==> src/rtl/fifo_drain_packer_pkg.sv <==
// Shared helpers for the FIFO drain packer: lane-counter sizing and keep-mask generation.
package fifo_drain_packer_pkg;

    function automatic int unsigned lane_cnt_width(input int unsigned lanes);
        return $clog2(lanes + 1);
    endfunction

    // Bit `lane` of the keep mask for a word holding `cnt` valid lanes.
    function automatic logic keep_bit(input int unsigned cnt, input int unsigned lane);
        return lane < cnt;
    endfunction

endpackage

==> src/rtl/fifo_drain_packer_pack_out_reg.sv <==
// Single-entry valid/ready output register with load/hold/accept.
module pack_out_reg #(
    parameter int unsigned DATA_W = 32,
    parameter int unsigned KEEP_W = 4
) (
    input  logic              i_clk,
    input  logic              i_reset,
    input  logic              i_load,
    input  logic [DATA_W-1:0] i_data,
    input  logic [KEEP_W-1:0] i_keep,
    input  logic              i_ready,
    output logic              o_valid,
    output logic [DATA_W-1:0] o_data,
    output logic [KEEP_W-1:0] o_keep,
    output logic              o_free
);

    logic              r_valid;
    logic [DATA_W-1:0] r_data;
    logic [KEEP_W-1:0] r_keep;

    // Callers only assert i_load when o_free is high.
    always_ff @(posedge i_clk) begin
        if (i_reset) begin
            r_valid <= 1'b0;
            r_data  <= '0;
            r_keep  <= '0;
        end else if (i_load) begin
            r_valid <= 1'b1;
            r_data  <= i_data;
            r_keep  <= i_keep;
        end else if (i_ready) begin
            r_valid <= 1'b0;
        end
    end

    assign o_valid = r_valid;
    assign o_data  = r_data;
    assign o_keep  = r_keep;
    assign o_free  = !r_valid || i_ready;

endmodule

==> src/rtl/fifo_drain_packer.sv <==
// Pops entries from a 1-cycle-latency FIFO and packs LANES of them into one wide stream word.
module fifo_drain_packer
    import fifo_drain_packer_pkg::*;
#(
    parameter int unsigned WIDTH = 8,
    parameter int unsigned LANES = 4,
    parameter int unsigned CNT_W = lane_cnt_width(LANES)
) (
    input  logic                   pk_clk,
    input  logic                   pk_reset,
    input  logic                   pk_fifo_empty,
    output logic                   pk_fifo_ren,
    input  logic [WIDTH-1:0]       pk_fifo_rdata,
    input  logic                   pk_flush,
    output logic                   pk_out_valid,
    input  logic                   pk_out_ready,
    output logic [WIDTH*LANES-1:0] pk_out_data,
    output logic [LANES-1:0]       pk_out_keep,
    output logic                   pk_busy
);

    localparam logic [CNT_W:0]   LanesW   = (CNT_W + 1)'(LANES);
    localparam logic [CNT_W-1:0] CntHeld  = CNT_W'(LANES);
    localparam logic [CNT_W-1:0] CntLast  = CNT_W'(LANES - 1);

    logic [CNT_W-1:0]            r_cnt;
    logic                        r_inflight;
    logic                        r_flush_pending;
    logic [LANES-1:0][WIDTH-1:0] r_lanes;

    logic [CNT_W-1:0]            w_cnt_d;
    logic                        w_flush_pending_d;
    logic [LANES-1:0][WIDTH-1:0] w_lanes_d;
    logic [LANES-1:0][WIDTH-1:0] w_full_word;
    logic [LANES-1:0][WIDTH-1:0] w_part_word;
    logic [LANES-1:0][WIDTH-1:0] w_load_data;
    logic [LANES-1:0]            w_part_keep;
    logic [LANES-1:0]            w_load_keep;
    logic                        w_load;
    logic                        w_free;
    logic                        w_land_last;
    logic                        w_held;
    logic                        w_flush_go;

    assign pk_fifo_ren = !pk_reset && !pk_fifo_empty && !r_flush_pending &&
                         (({1'b0, r_cnt} + {{CNT_W{1'b0}}, r_inflight}) < LanesW);

    assign w_land_last = r_inflight && (r_cnt == CntLast);
    assign w_held      = (r_cnt == CntHeld);
    assign w_flush_go  = r_flush_pending && !r_inflight && !w_held;

    always_comb begin
        w_full_word = r_lanes;
        if (w_land_last) begin
            w_full_word[LANES-1] = pk_fifo_rdata;
        end
        for (int unsigned i = 0; i < LANES; i++) begin
            w_part_keep[i] = keep_bit(int'(r_cnt), i);
            w_part_word[i] = w_part_keep[i] ? r_lanes[i] : '0;
        end
    end

    always_comb begin
        w_cnt_d           = r_cnt;
        w_lanes_d         = r_lanes;
        w_flush_pending_d = r_flush_pending || pk_flush;
        w_load            = 1'b0;
        w_load_data       = w_full_word;
        w_load_keep       = '1;
        if (r_inflight) begin
            if (w_land_last) begin
                if (w_free) begin
                    w_load  = 1'b1;
                    w_cnt_d = '0;
                end else begin
                    // Output blocked: park the complete word in the lane registers.
                    w_lanes_d[LANES-1] = pk_fifo_rdata;
                    w_cnt_d            = CntHeld;
                end
            end else begin
                for (int unsigned i = 0; i < LANES; i++) begin
                    if (r_cnt == CNT_W'(i)) begin
                        w_lanes_d[i] = pk_fifo_rdata;
                    end
                end
                w_cnt_d = r_cnt + CNT_W'(1);
            end
        end else if (w_held) begin
            if (w_free) begin
                w_load  = 1'b1;
                w_cnt_d = '0;
            end
        end else if (w_flush_go) begin
            if (r_cnt == '0) begin
                w_flush_pending_d = 1'b0;
            end else if (w_free) begin
                w_load            = 1'b1;
                w_load_data       = w_part_word;
                w_load_keep       = w_part_keep;
                w_cnt_d           = '0;
                w_flush_pending_d = 1'b0;
            end
        end
    end

    always_ff @(posedge pk_clk) begin
        if (pk_reset) begin
            r_cnt           <= '0;
            r_inflight      <= 1'b0;
            r_flush_pending <= 1'b0;
            r_lanes         <= '0;
        end else begin
            r_cnt           <= w_cnt_d;
            r_inflight      <= pk_fifo_ren;
            r_flush_pending <= w_flush_pending_d;
            r_lanes         <= w_lanes_d;
        end
    end

    pack_out_reg #(
        .DATA_W(WIDTH * LANES),
        .KEEP_W(LANES)
    ) u_out_reg (
        .i_clk   (pk_clk),
        .i_reset (pk_reset),
        .i_load  (w_load),
        .i_data  (w_load_data),
        .i_keep  (w_load_keep),
        .i_ready (pk_out_ready),
        .o_valid (pk_out_valid),
        .o_data  (pk_out_data),
        .o_keep  (pk_out_keep),
        .o_free  (w_free)
    );

    assign pk_busy = (r_cnt != '0) || r_inflight || r_flush_pending || pk_out_valid;

endmodule

==> config.mk <==
export PLATFORM = sky130hd
export DESIGN_NAME = fifo_drain_packer
export DESIGN_NICKNAME = d
export VERILOG_FILES = /design/src/rtl/fifo_drain_packer_pkg.sv /design/src/rtl/fifo_drain_packer_pack_out_reg.sv /design/src/rtl/fifo_drain_packer.sv
export SDC_FILE = /design/constraint.sdc
export NUM_CORES = 1
export LEC_CHECK = 0
export ABC_AREA = 0
export CORE_ASPECT_RATIO = 1.5
export CORE_MARGIN = 4
export CORE_UTILIZATION = 45
export DETAILED_ROUTE_END_ITERATION = 10
export HOLD_SLACK_MARGIN = 0.03
export PLACE_DENSITY = 0.7
export RECOVER_POWER = 100
export SETUP_SLACK_MARGIN = 0.15
export SLEW_MARGIN = 20
export SYNTH_ARGS = -nofsm -noshare
export SYNTH_HDL_FRONTEND = slang
export SYNTH_SLANG_ARGS = --single-unit
==> constraint.sdc <==
create_clock -name pk_clk -period 3.99 [get_ports pk_clk]
set_clock_uncertainty 0.2 [all_clocks]
set_input_delay 0.5985 -clock pk_clk [delete_from_list [all_inputs] [get_ports pk_clk]]
set_output_delay 0.5985 -clock pk_clk [all_outputs]
set_load 0.02 [all_outputs]
# After elaboration in Yosys (flattened, before gate mapping)
# Index checks and enable logic that the tools add are counted.
classes:
  add_sub_neg: 2
  mul: 0
  div: 0
  order_cmp: 5
  n_eq_ne: 6
  shifts: 0
  n_mux: 38
  bitwise_logic: 1
  reduce_logical: 27
op_table:
  columns: ["op", "count"]
  rows:
  - ["$mux 32", 5]
  - ["$mux 8", 8]
  - ["$mux 3", 7]
  - ["$mux 4", 5]
  - ["$mux 1", 13]
  - ["$reduce_and 3->1", 4]
  - ["$eq 3x2->1 const B", 2]
  - ["$logic_and 1x1->1", 6]
  - ["$logic_not 1->1", 6]
  - ["$lt 1x3->1 const A", 2]
  - ["$lt 2x3->1 const A", 2]
  - ["$reduce_bool 3->1", 2]
  - ["$logic_or 1x1->1", 5]
  - ["$add 3x1->4", 1]
  - ["$lt 4x3->1 const B", 1]
  - ["$reduce_bool 2->1", 2]
  - ["$add 3x1->3 const B", 1]
  - ["$eq 3x1->1 const B", 1]
  - ["$eq 3x3->1 const B", 1]
  - ["$logic_not 3->1", 1]
  - ["$ne 3x3->1 const B", 1]
  - ["$ne 2x2->1 const B", 1]
  - ["$reduce_and 2->1", 1]
  - ["$not 1->1", 1]
totals:
  ff_bits: 74
  latchBits: 0
  ramBits: 0
  romBits: 0
  output_inout_bits: 39
  mem_count: 0

# Longest topological paths before layout
# Gate-level depths: netlist of run 1.
depth:
  ltp_word: 8
  ltp_mapped: 8

# Hierarchy
# From an unflattened synthesis of run 1, not the netlist that was laid out.
unflattened:
  hier_cells: 346
  area_unflattened_um2: 3337.0
modules_own_cells:
  columns: ["module", "instances", "cells_per_inst", "area_per_inst_um2", "seq_area_each_um2"]
  rows:
  - ["fifo_drain_packer", 1, 226, 1995.7, 740.7]
  - ["pack_out_reg", 1, 120, 1341.3, 740.7]

# Worst setup path after synthesis of run 1
# Ideal clock, no wire load.
synth_timing:
  path_kind: "register to register"
  from: "register r_cnt[1]"
  to: "register u_out_reg.r_data[10], in the netlist u_out_reg.o_data[10]"
  setup_ns: 0.060
  arrival_ns: 1.918
  required_ns: 3.730
  setup_slack_ns: 1.812
  path_stages_with_launch: 8
  synth_period_minus_slack_ns: 2.178
  path_cell_list: "dfxtp_1 inv_1 ha_1 mux2_4 nor3b_4 nor3_2 buf_4 a22o_1"
synth_via:
  elab_chain_len: 7
synth_lines:
  columns: ["element", "line", "text"]
  rows:
  - ["from (decl)", "fifo_drain_packer.sv:26", "logic [CNT_W-1:0] r_cnt;"]
  - ["from (signal assigned)", "fifo_drain_packer.sv:113", "r_cnt <= w_cnt_d;"]
  - ["$lt 1x3->1", "fifo_drain_packer_pkg.sv:10", "return lane < cnt;"]
  - ["$mux 8", "fifo_drain_packer.sv:59", "w_part_word[i] = w_part_keep[i] ? r_lanes[i] : '0;"]
  - ["$mux 32", "fifo_drain_packer.sv:96", "end else if (w_free) begin"]
  - ["$mux 32", "fifo_drain_packer.sv:94", "if (r_cnt == '0) begin"]
  - ["$mux 32", "fifo_drain_packer.sv:93", "end else if (w_flush_go) begin"]
  - ["$mux 32", "fifo_drain_packer.sv:88", "end else if (w_held) begin"]
  - ["$mux 32", "fifo_drain_packer.sv:70", "if (r_inflight) begin"]
  - ["to (signal assigned)", "fifo_drain_packer_pack_out_reg.sv:30", "r_data <= i_data;"]
  - ["to (decl)", "fifo_drain_packer_pack_out_reg.sv:19", "logic [DATA_W-1:0] r_data;"]
# Parallel ways exist; a longest one is shown, timed or not.
# A chain may end at the register's enable or synchronous reset.

# Worst setup path after layout of run 1
layout_timing:
  from: "register r_cnt[1]"
  to: "register u_out_reg.r_data[11], in the netlist u_out_reg.o_data[11]"
# The elaborated chain is that of the path after synthesis.

==> results.md, run 1 <==
- All-layer global routing usage: 18.0%
- Gate power share: 6.7%
- Routed WL: 6620 microns
- Library cells used by synthesis: 38
- Reg2reg end: u_out_reg.o_data[11]$_SDFFE_PP0P_
- Rows: 35
- CTS resizes: 0
- Root Buffer: clkbuf_8
- Grt ovf: 0
- F_max: 0.330 GHz
- Largest net degree at the start of global routing: 56
- Via Count: 2340
- Switch share: 23.5%
- Grt met3 use: 4.64%
- CTS Sinks: 74
- Dpl cells: 403
- Final worst-path cycle share: 76.0%
- Hold-critical path depth: 2
- Power density cells: 386 nW/um^2
- Reg-to-Reg Start: r_cnt[1]$_SDFFE_PP0P_
- DR DRC count: 0
- Top cells by area, synth: dfxtp_1, mux2i_1, a21oi_1
- Top Usage Layer GRT: met2
- Clk buf depth: 2
- Global-route track usage on met2: 28.9%
- FFs w/ async S/R, synth: 0%
- Crit path max fanout: 22
- Die Span Y: 106 microns
- Leakage power: 0.00150 uW
- Maximum vdd drop: 0.264 mV
- Initial antenna violation count: 0
- Slowest-stage cell, CP: nor3b_2
- Seq pwr share: 54.8%
- CP startpoint kind: flop
- Die area: 7840 sq um
- Synthesized Nets: 313
- Slew HR: 31.9%
- P_sw: 327 uW
- Worst path top cell family by delay: simple AND/OR/NAND/NOR gates
- Data arrival time of the critical path: 3.06 ns
- Synth top cells by count: dfxtp_1, nand2_1, a21oi_1, mux2i_1, nor2_1
- RePlAce Congestion: 0.781
- Nets: 356
- Status: finished clean
- Sequential fraction of the synthesis area: 51.0%
- Drt pass-1 iters: 5
- Final min period: 3.03 ns
- Global-route wire length before repair: 11000 microns
- FF-to-FF path depth: 7
- Final WS setup: 0.958 ns
- Vias in the first global route: 2221
- Hold Buf Count CTS: 0
- RSZ-0062 raised after global routing: no
- Clock Latency Late Sink: 0.33 ns
- Min-Delay Path Class: reg -> reg
- Worst hold start: r_lanes[15]$_SDFFE_PP0P_
- H-tree Lvls: 3
- Worst slew pin tran: 1.02 ns
- Post-synth EDFFs: 0
- Largest area contributor in the netlist: dfxtp_1
- Final Slew Violations: 0
- Clock power share: 38.5%
- Post-DRT Antenna Nets: 0
- Crit path required time: 4.02 ns
- Hold Vio Cnt, Final: 0
- Internal reg-to-reg setup slack: 0.96 ns
- Critical path buffer and inverter count: 2
- Area Growth Syn to Fin: 23.6%
- Maxcap violations: 0
- Mean Syn Cell Area: 9.79 sq um
- CP endpoint kind: flop
- Wire per inst: 15.8 microns
- Layout Cells excl Fill: 419
- IO Count: 52
- CTS clk-pin slew, worst paths: 0.07 ns
- Setup bufs post-CTS: 0
- Hold EP: r_lanes[15]$_SDFFE_PP0P_
- Starting DRT DRC Count: 131
- Post-synth top flop: dfxtp_1
- Yosys top cell area share: 51.0%
- Mapped Cells: 297
- Port bufs: 51
- Diode count: 0
- CTS Buf Count: 9
- Most common cell in the synthesized netlist: dfxtp_1
- Synth warn: 0
- Int Pwr: 1060 uW
- CTS tree: yes
- Core area: 6220 sq um
- Vias/cell: 5.58
- Share of layout cells above drive strength 1: 7.54%
- DP Worst Slack: 1.09 ns
- Setup TNS: 0 ns
- Met1 Track Usage GR: 23.2%
- Power Total: 1390 uW
- Die span in x: 73.6 microns
- Critical path class: reg -> reg
- Largest stage delay, worst path: 0.81 ns
- DP HPWL: 4560 microns
- Setup violators final: 0
- CP Cell Sequence: inv_1, ha_1, mux2_1, nor3b_2, nor3_2, buf_4, a22o_1
- Cell area after synthesis: 2910 sq um
- Initial Util: 46.7%
- FF+latch count, synth: 74
## state kept, by name, indices dropped and copies added, names as in the netlist
register / count
r_inflight: 1
r_flush_pending: 1
r_cnt: 3
u_out_reg.o_valid: 1
u_out_reg.o_keep: 4
u_out_reg.o_data: 32
r_lanes: 32
## cells in the final DEF (no fill, tap or decap), types with 2 or more instances in the layout
cell type,instances
o2bb2ai_1,6
nor3_1,8
buf_4,2
a221oi_4,2
nand3_1,11
nor4_1,4
nand2_1,37
o211ai_1,8
clkinv_2,2
dfxtp_1,74
a211oi_1,2
clkinvlp_4,2
a22o_1,16
inv_1,2
dlygate4sd3_1,40
and3_1,3
ha_1,3
clkbuf_8,12
o21ai_0,2
nand2b_1,2
nor2_1,24
and2_1,2
a21oi_1,30
nor2b_1,3
mux2i_1,23
a211o_1,2
clkdlybuf4s50_1,10
## cells by family after synthesis
group           after synthesis  share of synthesized area [%]
simple gates                102                           17.5
flops                        74                           51.0
compound gates               70                           17.7
mux                          25                           8.82
buf+inv                      23                           3.75
fa+ha+maj                     3                           1.29
## final cells by class
cell class	instances	area, sq um
timing repair buffer	53	520
sequential	74	1480
tap	74	92.6
clock buffer	12	165
fill	581	2630
multi-input combinational	200	1300
inverter	2	7.51
clock inverter	4	25.0
## worst reg2reg max path: cells and delay by family, from the launching register on
family	cells	cell delay (ns)
and+or+nand+nor	2	0.90
buffers and inverters	2	0.46
adders and majority gates	1	0.31
muxes	1	0.31
AOI/OAI and AO/OA	1	0.26
DFF	1	0.49
## how the worst max path moves through the flow
| stage | startpoint | endpoint | slack (ns) | cells after the start |
|---|---|---|---|---|
| 2_1_floorplan | r_cnt[1]$_SDFFE_PP0P_ | u_out_reg.o_data[10]$_SDFFE_PP0P_ | 1.81 | 7 |
| 3_3_place_gp | pk_out_ready | u_out_reg.o_data[11]$_SDFFE_PP0P_ | 1.19 | 6 |
| 3_5_place_dp | pk_out_ready | u_out_reg.o_data[17]$_SDFFE_PP0P_ | 1.09 | 5 |
| 4_1_cts | r_inflight$_SDFF_PP0_ | pk_fifo_ren | 1.05 | 3 |
| 5_1_grt | r_cnt[1]$_SDFFE_PP0P_ | u_out_reg.o_data[9]$_SDFFE_PP0P_ | 0.75 | 7 |
| 6_report | r_cnt[1]$_SDFFE_PP0P_ | u_out_reg.o_data[11]$_SDFFE_PP0P_ | 0.96 | 7 |
## power groups by stage
stage          Clock (uW)  Combinational [uW]  Sequential, uW
2_1_floorplan           0                59.9             776
3_3_place_gp            0                95.8             777
3_5_place_dp            0                97.1             777
4_1_cts               547                97.8             760
5_1_grt               582                 102             762
6_report              534                93.6             760
## metal layers
| layer | share of wire (%) | wire, microns |
|---|---|---|
| met5 | 0 | 0 |
| met4 | 1.2 | 81 |
| met3 | 5.7 | 377 |
| met2 | 51 | 3360 |
| met1 | 42 | 2800 |
## metrics by stage
| step | util [%] | hold slack (ns) | area, sq um |
|---|---|---|---|
| 6_report | 57.8 | 0.255 | 3590 |
| 5_1_grt | 57.8 | 0.272 | 3590 |
| 4_1_cts | 58.0 | 0.256 | 3610 |
| 3_5_place_dp | 55.0 | 0.246 | 3420 |
| 3_3_place_gp | 55.0 | 0.242 | 3420 |
| 2_1_floorplan | - | 0.236 | 2910 |
No activity file was read; power rests on OpenSTA's default activity.
==> inputs of run 2 (changes only) <==
Clock period 3.99 ns to 2.9 ns, I/O delays scaled along.
==> results.md, run 2 (synthesis gave the netlist of run 1 again) <==
- Status: finished clean
- F_max: 0.380 GHz
- Setup bufs post-CTS: 0
- Hold-critical path depth: 3
- RePlAce Congestion: 0.798
- CTS Sinks: 74
- Maximum vdd drop: 0.621 mV
- Final Slew Violations: 0
- Diode count: 0
- IO Count: 52
- Clock Latency Late Sink: 0.36 ns
- DR DRC count: 0
- DP HPWL: 4430 microns
- P_sw: 486 uW
- Placement Cell Area: 3490 sq um
- All-layer global routing usage: 18.2%
- Final min period: 2.63 ns
- Grt ovf: 0
- H-tree Lvls: 3
- Design area: 3680 sq um
- Hold Vio Cnt, Final: 0
- Setup violators final: 0
- Layout Cells excl Fill: 428
- Commonest cells after routing, fill and taps aside: dfxtp_1, dlygate4sd3_1, nand2_1
- Slew HR: 34.8%
- Die span in x: 73.6 microns
- CP startpoint kind: flop
- RSZ-0062 raised after global routing: no
- Min-Delay Path Class: in -> reg
- Rows: 35
- CP endpoint kind: output port
- Routed WL: 6640 microns
- Data arrival time of the critical path: 1.99 ns
- Vias/cell: 5.47
- Starting DRT DRC Count: 109
- Initial Util: 46.7%
- Die Span Y: 106 microns
- Commonest non-fill, non-tap cell in the layout: dfxtp_1
- Hold Buf Count CTS: 0
- Int Pwr: 1570 uW
- Drt pass-1 iters: 4
- CTS resizes: 0
- Port bufs: 51
- Gate power share: 6.8%
- Initial antenna violation count: 0
- Share of layout cells above drive strength 1: 9.04%
- Power Total: 2060 uW
- Fin util: 59.2%
- Clock power share: 42.7%
- Via Count: 2342
- CTS Buf Count: 9
- Leakage power: 0.00155 uW
- Crit path required time: 2.27 ns
- Clk buf depth: 2
- Final worst-path cycle share: 90.7%
- Post-DRT Antenna Nets: 0
- CTS tree: yes
- Critical path class: reg -> out
- Crit path max fanout: 13
- Dpl cells: 412
- Root Buffer: clkbuf_8
- CTS clk-pin slew, worst paths: 0.07 ns
- Switch share: 23.6%
- FF-to-FF path depth: 7
- Seq pwr share: 50.5%
- Area Growth Syn to Fin: 26.6%
- Fillers: 569
- Vias in the first global route: 2235
- Worst slew pin tran: 0.973 ns
- Maxcap violations: 0
- Core area: 6220 sq um
- Nets: 365
- Global-route wire length before repair: 10900 microns
- Power density cells: 560 nW/um^2
- Die area: 7840 sq um
- Largest net degree at the start of global routing: 56
- Wire per inst: 15.5 microns
- Setup TNS: 0 ns
## run 2: area by class of cell
type	count	area (sq um)	area share, %
flip-flops and latches	74	1480	40.3
multi-input cells	200	1300	35.3
repair buffers	62	581	15.8
clock buffers	10	128	3.47
well taps	74	92.6	2.52
clock inverters	6	90.1	2.45
inverters	2	7.51	0.204
## run 2: worst max-delay path, stage by stage (launching register included)
cell and delay [ns]:
dfxtp_1 0.49, nand4b_4 0.32, and2_1 0.16, dlygate4sd3_1 0.67
## run 2: worst paths after layout
path | start | endpoint | slack, ns
worst max-delay path | r_cnt[2]$_SDFFE_PP0P_ | pk_fifo_ren | 0.27
worst min-delay path | pk_reset | r_inflight$_SDFF_PP0_ | 0.23
worst min register to register | r_lanes[13]$_SDFFE_PP0P_ | r_lanes[13]$_SDFFE_PP0P_ | 0.25
worst max register to register | r_cnt[0]$_SDFFE_PP0P_ | u_out_reg.o_data[13]$_SDFFE_PP0P_ | 0.31
## run 2: through the flow
step | hold slack (ns) | setup WS [ns]
2_1_floorplan | 0.236 | 0.722
3_5_place_dp | 0.246 | 0.447
3_3_place_gp | 0.242 | 0.479
4_1_cts | 0.228 | 0.307
5_1_grt | 0.236 | 0.150
6_report | 0.227 | 0.270
## run 2: metal layers
| metal | part of all wire [%] | global-route usage, % | routed length [microns] | up-vias |
|---|---|---|---|---|
| li1 | - | - | - | 1154 |
| met1 | 45 | 23.1 | 2970 | 1119 |
| met2 | 49 | 27.8 | 3260 | 54 |
| met3 | 3.7 | 4.16 | 243 | 15 |
| met4 | 2.6 | 10.1 | 170 | 0 |
| met5 | 0 | 0 | 0 | - |
## run 2: power by group through the flow
stage	Clock, uW	Combinational (uW)	Sequential, uW
finish	879	141	1040
detailed placement	0	145	1060
CTS	886	147	1040
global route	931	153	1040
global placement	0	144	1060
floorplan	0	82.4	1070
